$ cat src/rtl/apu_mixer_pwm.sv
// Time-multiplexed weighted mixer for NUM_CH audio channels driving a 1-bit DAC
// that is either a glitch-free PWM or a first-order sigma-delta modulator.
module apu_mixer_pwm #(
  parameter int NUM_CH   = 4,
  parameter int SAMPLE_W = 4,
  parameter int VOL_W    = 4,
  parameter int VOL_INIT = 2**VOL_W-1,
  parameter int CH_W     = (NUM_CH > 1) ? $clog2(NUM_CH) : 1,
  parameter int MIX_W    = SAMPLE_W + VOL_W + $clog2(NUM_CH)
) (
  input  logic                       clk,
  input  logic                       rst_n,
  input  logic [NUM_CH*SAMPLE_W-1:0] ch_sample,
  input  logic [NUM_CH-1:0]          ch_enable,
  input  logic                       mode,
  input  logic                       cfg_valid,
  input  logic [CH_W-1:0]            cfg_ch,
  input  logic [VOL_W-1:0]           cfg_vol,
  output logic                       cfg_ready,
  output logic                       cfg_err,
  output logic [MIX_W-1:0]           mix_value,
  output logic                       mix_valid,
  output logic                       pwm
);

  localparam int PROD_W = SAMPLE_W + VOL_W;

  localparam logic [1:0] ST_SNAP = 2'd0;
  localparam logic [1:0] ST_ACC  = 2'd1;
  localparam logic [1:0] ST_DONE = 2'd2;

  localparam logic [VOL_W-1:0] VOL_RST  = VOL_W'(VOL_INIT);
  localparam logic [CH_W-1:0]  LAST_IDX = CH_W'(NUM_CH - 1);

  logic [1:0]          state;
  logic [CH_W-1:0]     idx;
  logic [MIX_W-1:0]    acc;
  logic [SAMPLE_W-1:0] snap_samp [NUM_CH];
  logic [NUM_CH-1:0]   snap_en;
  logic [VOL_W-1:0]    vol_shadow [NUM_CH];
  logic [VOL_W-1:0]    vol_act [NUM_CH];

  logic [SAMPLE_W-1:0] cur_samp;
  logic [VOL_W-1:0]    cur_vol;
  logic                cur_en;
  logic [PROD_W-1:0]   prod;

  logic                cfg_fire;
  logic                cfg_bad;

  logic [MIX_W-1:0]    pwm_cnt;
  logic [MIX_W-1:0]    duty;
  logic                mode_q;
  logic [MIX_W:0]      sd_acc;
  logic [MIX_W:0]      sd_next;
  logic                wrap;

  // Config handshake: a write transfers on any cycle with cfg_valid & cfg_ready.
  // cfg_ready is held high whenever out of reset, so the port never back-pressures.
  assign cfg_fire = cfg_valid & cfg_ready;
  assign cfg_bad  = {1'b0, cfg_ch} >= (CH_W+1)'(NUM_CH);

  always_ff @(posedge clk) begin
    if (!rst_n) begin
      cfg_ready <= 1'b0;
      cfg_err   <= 1'b0;
      for (int i = 0; i < NUM_CH; i++) vol_shadow[i] <= VOL_RST;
    end else begin
      cfg_ready <= 1'b1;
      cfg_err   <= cfg_fire & cfg_bad;
      for (int i = 0; i < NUM_CH; i++) begin
        if (cfg_fire && cfg_ch == CH_W'(i)) vol_shadow[i] <= cfg_vol;
      end
    end
  end

  always_comb begin
    cur_samp = '0;
    cur_vol  = '0;
    cur_en   = 1'b0;
    for (int i = 0; i < NUM_CH; i++) begin
      if (idx == CH_W'(i)) begin
        cur_samp = snap_samp[i];
        cur_vol  = vol_act[i];
        cur_en   = snap_en[i];
      end
    end
    prod = cur_en ? (PROD_W'(cur_samp) * PROD_W'(cur_vol)) : '0;
  end

  // Volumes are copied from the shadow set only in SNAP, so a frame always
  // mixes with one consistent volume set.
  always_ff @(posedge clk) begin
    if (!rst_n) begin
      state     <= ST_SNAP;
      idx       <= '0;
      acc       <= '0;
      mix_value <= '0;
      mix_valid <= 1'b0;
      snap_en   <= '0;
      for (int i = 0; i < NUM_CH; i++) begin
        snap_samp[i] <= '0;
        vol_act[i]   <= VOL_RST;
      end
    end else begin
      mix_valid <= 1'b0;
      case (state)
        ST_SNAP: begin
          for (int i = 0; i < NUM_CH; i++) begin
            snap_samp[i] <= ch_sample[i*SAMPLE_W +: SAMPLE_W];
            vol_act[i]   <= vol_shadow[i];
          end
          snap_en <= ch_enable;
          acc     <= '0;
          idx     <= '0;
          state   <= ST_ACC;
        end
        ST_ACC: begin
          acc <= acc + MIX_W'(prod);
          if (idx == LAST_IDX) state <= ST_DONE;
          else                 idx   <= idx + CH_W'(1);
        end
        ST_DONE: begin
          mix_value <= acc;
          mix_valid <= 1'b1;
          state     <= ST_SNAP;
        end
        default: state <= ST_SNAP;
      endcase
    end
  end

  // Duty and mode are only reloaded on the counter wrap, so every output period
  // is generated entirely from one duty/mode pair.
  assign wrap    = &pwm_cnt;
  assign sd_next = {1'b0, sd_acc[MIX_W-1:0]} + {1'b0, duty};

  always_ff @(posedge clk) begin
    if (!rst_n) begin
      pwm_cnt <= '0;
      duty    <= '0;
      mode_q  <= 1'b0;
      sd_acc  <= '0;
      pwm     <= 1'b0;
    end else begin
      pwm_cnt <= pwm_cnt + MIX_W'(1);
      if (wrap) begin
        duty   <= mix_value;
        mode_q <= mode;
      end
      if (mode_q) begin
        sd_acc <= sd_next;
        pwm    <= sd_next[MIX_W];
      end else begin
        pwm <= (pwm_cnt < duty);
      end
    end
  end

endmodule

$ cat config.mk
export PLATFORM = sky130hd
export DESIGN_NAME = apu_mixer_pwm
export DESIGN_NICKNAME = d
export VERILOG_FILES = /design/src/rtl/apu_mixer_pwm.sv
export SDC_FILE = /design/constraint.sdc
export NUM_CORES = 1
export LEC_CHECK = 0
export ABC_CLOCK_PERIOD_IN_PS = 5500
export BUFFER_PORTS_ARGS = -buffer_cell sky130_fd_sc_hd__clkbuf_2
export CAP_MARGIN = 40
export CORE_ASPECT_RATIO = 0.7
export CORE_MARGIN = 2
export CORE_UTILIZATION = 40
export CTS_BUF_LIST = sky130_fd_sc_hd__clkbuf_4
export DETAILED_ROUTE_END_ITERATION = 8
export GPL_TIMING_DRIVEN = 0
export HOLD_SLACK_MARGIN = 0.12
export REMOVE_ABC_BUFFERS = 1
export SLEW_MARGIN = 30
export SYNTH_ARGS = -nofsm -noshare
export SYNTH_HDL_FRONTEND = slang
export SYNTH_SLANG_ARGS = --single-unit
$ cat constraint.sdc
create_clock -name clk -period 5.5 [get_ports clk]
set_clock_uncertainty 0.1 [all_clocks]
set_input_delay 1.1 -clock clk [delete_from_list [all_inputs] [get_ports clk]]
set_output_delay 1.1 -clock clk [all_outputs]
set_load 0.02 [all_outputs]
==> flow_summary_export.csv <==
group,metric,value,unit
clock_network,numCtsBuffers,9,
setup_path,cp_cell_sequence,"inv_1 -> ha_1 -> a221oi_1 -> nor3_1 -> a21oi_2 -> or2_2 -> fa_1 -> inv_1 -> fa_1 -> inv_1 -> fa_1 -> inv_1 -> a21o_1 -> a21oi_1 -> xor2_1 -> nor2_1 -> ha_1 -> o21a_1 -> nor2_1 -> a21oi_1 -> and4_1 -> a311o_1",
global_routing,grtUsageTotal,0.1601,
setup_path,cp_common_cell,"inv_1",
floorplan,core_area,14630,um^2
synthesis,post-synth-top-count-cell,"dfxtp_1",
synthesis,synth-edff-count,48,
setup_path,critPathMaxFanout,9,
global_routing,grt_max_degree,78,
detailed_routing,wl_per_cell,14.69,um
setup_path,cpMaxStageDelayCell,"fa_1",
synthesis,synth.area.top_cells,"edfxtp_1, dfxtp_1, ha_1",
synthesis,ys_seq_area_frac,0.4501,
clock_network,clock_tree.buffer_depth,2,
floorplan,rows,37,
clock_network,postCtsSetupRepairBufs,0,
timing,rsz0062_at_grt,"no",
power_and_ir_drop,pwr_density_cell,231.8,nW/um^2
timing,max_freq,193.4,MHz
power_and_ir_drop,ir_drop,0.1465,mV
synthesis,synth-async-reset-ratio,0,
synthesis,ys.flop_type,"dfxtp_1",
floorplan,die_x,149.9,um
finish,diodes,0,
clock_network,cts_root_buf,"clkbuf_4",
job,cap_viol_max_count,0,
detailed_routing,vias,4240,
timing,max_slew_margin,0.4756,
placement,dp_hpwl,8837,um
detailed_routing,drtIter0Drc,334,
setup_path,slowest_delay,0.55,ns
detailed_routing,vias_per_cell,5.133,
timing,whs,0.3779,ns
timing,fin_tns_setup,0,ns
outcome,status,"finished clean",
synthesis,syn_inst,598,
synthesis,synthDistinctLibCells,59,
clock_network,cts_tree,"yes",
finish,drive_gt1_frac,0.1236,
setup_path,start_kind,"flip-flop",
power_and_ir_drop,power_leakage,0.002584,uW
synthesis,synth_top_area_share,0.2419,
finish,synthToLayoutAreaGrowth,9.007,%
floorplan,initial_core_util,0.4074,
clock_network,cts.sinks,110,
detailed_routing,wl,12130,um
setup_path,arrival,5.43,ns
detailed_routing,detail_route.first_pass.iterations,5,
timing,tightest_slew,0.7845,ns
floorplan,die_h,106.1,um
global_routing,antenna_found_initial,0,
setup_path,path_class,"reg -> reg",
synthesis,synth_top_cell_by_area,"edfxtp_1",
worst_hold_path,hold_path.class,"reg -> reg",
synthesis,avgSynthCellArea,9.966,um^2
timing,fin_ws,0.3297,ns
setup_path,crit_path_end_kind,"flip-flop",
clock_network,clk_pin_slew,0.19,ns
clock_network,insertion_delay,0.47,ns
setup_path,required,5.76,ns
synthesis,netlist_area,5959,um^2
floorplan,io_pins,44,
global_routing,grt_overflow,0,
synthesis,yosysWarnings,0,
timing,min_period_over_period,0.9401,
finish,nets,706,
detailed_routing,ant_nets,0,
placement,port_buffers,42,
synthesis,ys_seq_elements,110,
floorplan,die-area,15910,um^2
timing,final-hold-violation-count,0,
timing,maxSlewViolCount,0,
global_routing,grt_pass1_wl,20380,um
finish,n_fill_cell,1421,
placement,place.gp.congestion,0.8004,
synthesis,synthTopCellsByCount,"dfxtp_1, edfxtp_1, ha_1",
global_routing,grt_pass1_vias,4135,
placement,dp_slack,0.06914,ns
timing,finalSetupViolCount,0,
clock_network,h-tree-depth,3,
timing,min_period,5.170,ns
detailed_routing,post-route-drc-count,0,
[stage by stage]
stage / instances / instance area, um^2 / total power, uW / util
after floorplan: 570 / 5842 / 1034 / -
after global placement: 807 / 6296 / 1087 / 0.4304
after detailed placement: 808 / 6306 / 1094 / 0.4311
after CTS: 824 / 6454 / 1520 / 0.4412
after global routing: 826 / 6496 / 1583 / 0.4441
final: 826 / 6496 / 1506 / 0.4441
[kinds of logic after synthesis]
family          count (synthesis)  synth area share
xor+xnor                       18           0.02645
other cells                     1         0.0006293
flops                         110            0.4501
compound gates                111            0.1312
fa+ha+maj                      50            0.1125
mux                            14           0.02351
simple gates                  238            0.2181
buf+inv                        56           0.03737
[cell usage in the layout, fill, tap and decap left out, drive strengths merged, types with 26 or more instances in the layout]
cell	instances
a21oi	26
and2	27
clkbuf	52
dfxtp	62
edfxtp	48
ha	44
inv	30
nand2	36
nor2	26
nor2b	43
or3	26
[worst max-delay path, delay by kind of cell, from the launching register on]
kind,cells,cell delay [ns]
fa+ha+maj,5,2.22
compound gates,7,0.95
simple gates,5,0.94
flops,1,0.38
buf+inv,4,0.29
xor+xnor,1,0.14
[where the power goes]
group          leakage (uW)  internal, uW  switching, uW
registers          0.000940           876           12.0
clock network     0.0000803           146            283
logic               0.00156          78.2            110
total               0.00258          1100            405
[metal layers]
layer	vias to the layer above	routed length [um]	global-route usage
met5	-	0	0
met4	0	74	0.03571
met1	1986	6261	0.2328
met3	5	474	0.03433
met2	63	5322	0.2446
li1	2186	-	-
[worst paths after layout]
check	from	endpoint	slack [ns]	cells past startpoint
worst max-delay path	idx[1]$_SDFFE_PN0P_	acc[7]$_SDFFE_PN0P_	0.33	22
worst min-delay path	pwm_cnt[0]$_SDFF_PN0_	pwm_cnt[0]$_SDFF_PN0_	0.38	1
worst max register to register	idx[1]$_SDFFE_PN0P_	acc[7]$_SDFFE_PN0P_	0.33	22
worst min register to register	pwm_cnt[0]$_SDFF_PN0_	pwm_cnt[0]$_SDFF_PN0_	0.38	1
[registers in the layout, indices dropped and copies added, names as in the netlist]
name,flops
vol_act,16
acc,10
cfg_ready,1
pwm,1
sd_acc,10
state,2
snap_samp,16
duty,10
mix_value,10
snap_en,4
pwm_cnt,10
mix_valid,1
mode_q,1
idx,2
vol_shadow,16
[final cells by class]
class	count	area [um^2]	area share
clock buffers	9	67.56	0.01040
flip-flops and latches	110	2685	0.4133
inverters	28	105.1	0.01618
well taps	195	244.0	0.03756
clock inverters	7	80.08	0.01233
multi-input cells	432	3075	0.4734
repair buffers	45	239.0	0.03679
[what timing repair did]
action	in CTS	in global routing
hold buffers	0	0
endpoints found under the setup margin	0	3
resized for setup	0	7
No activity file was read; power rests on OpenSTA's default activity.
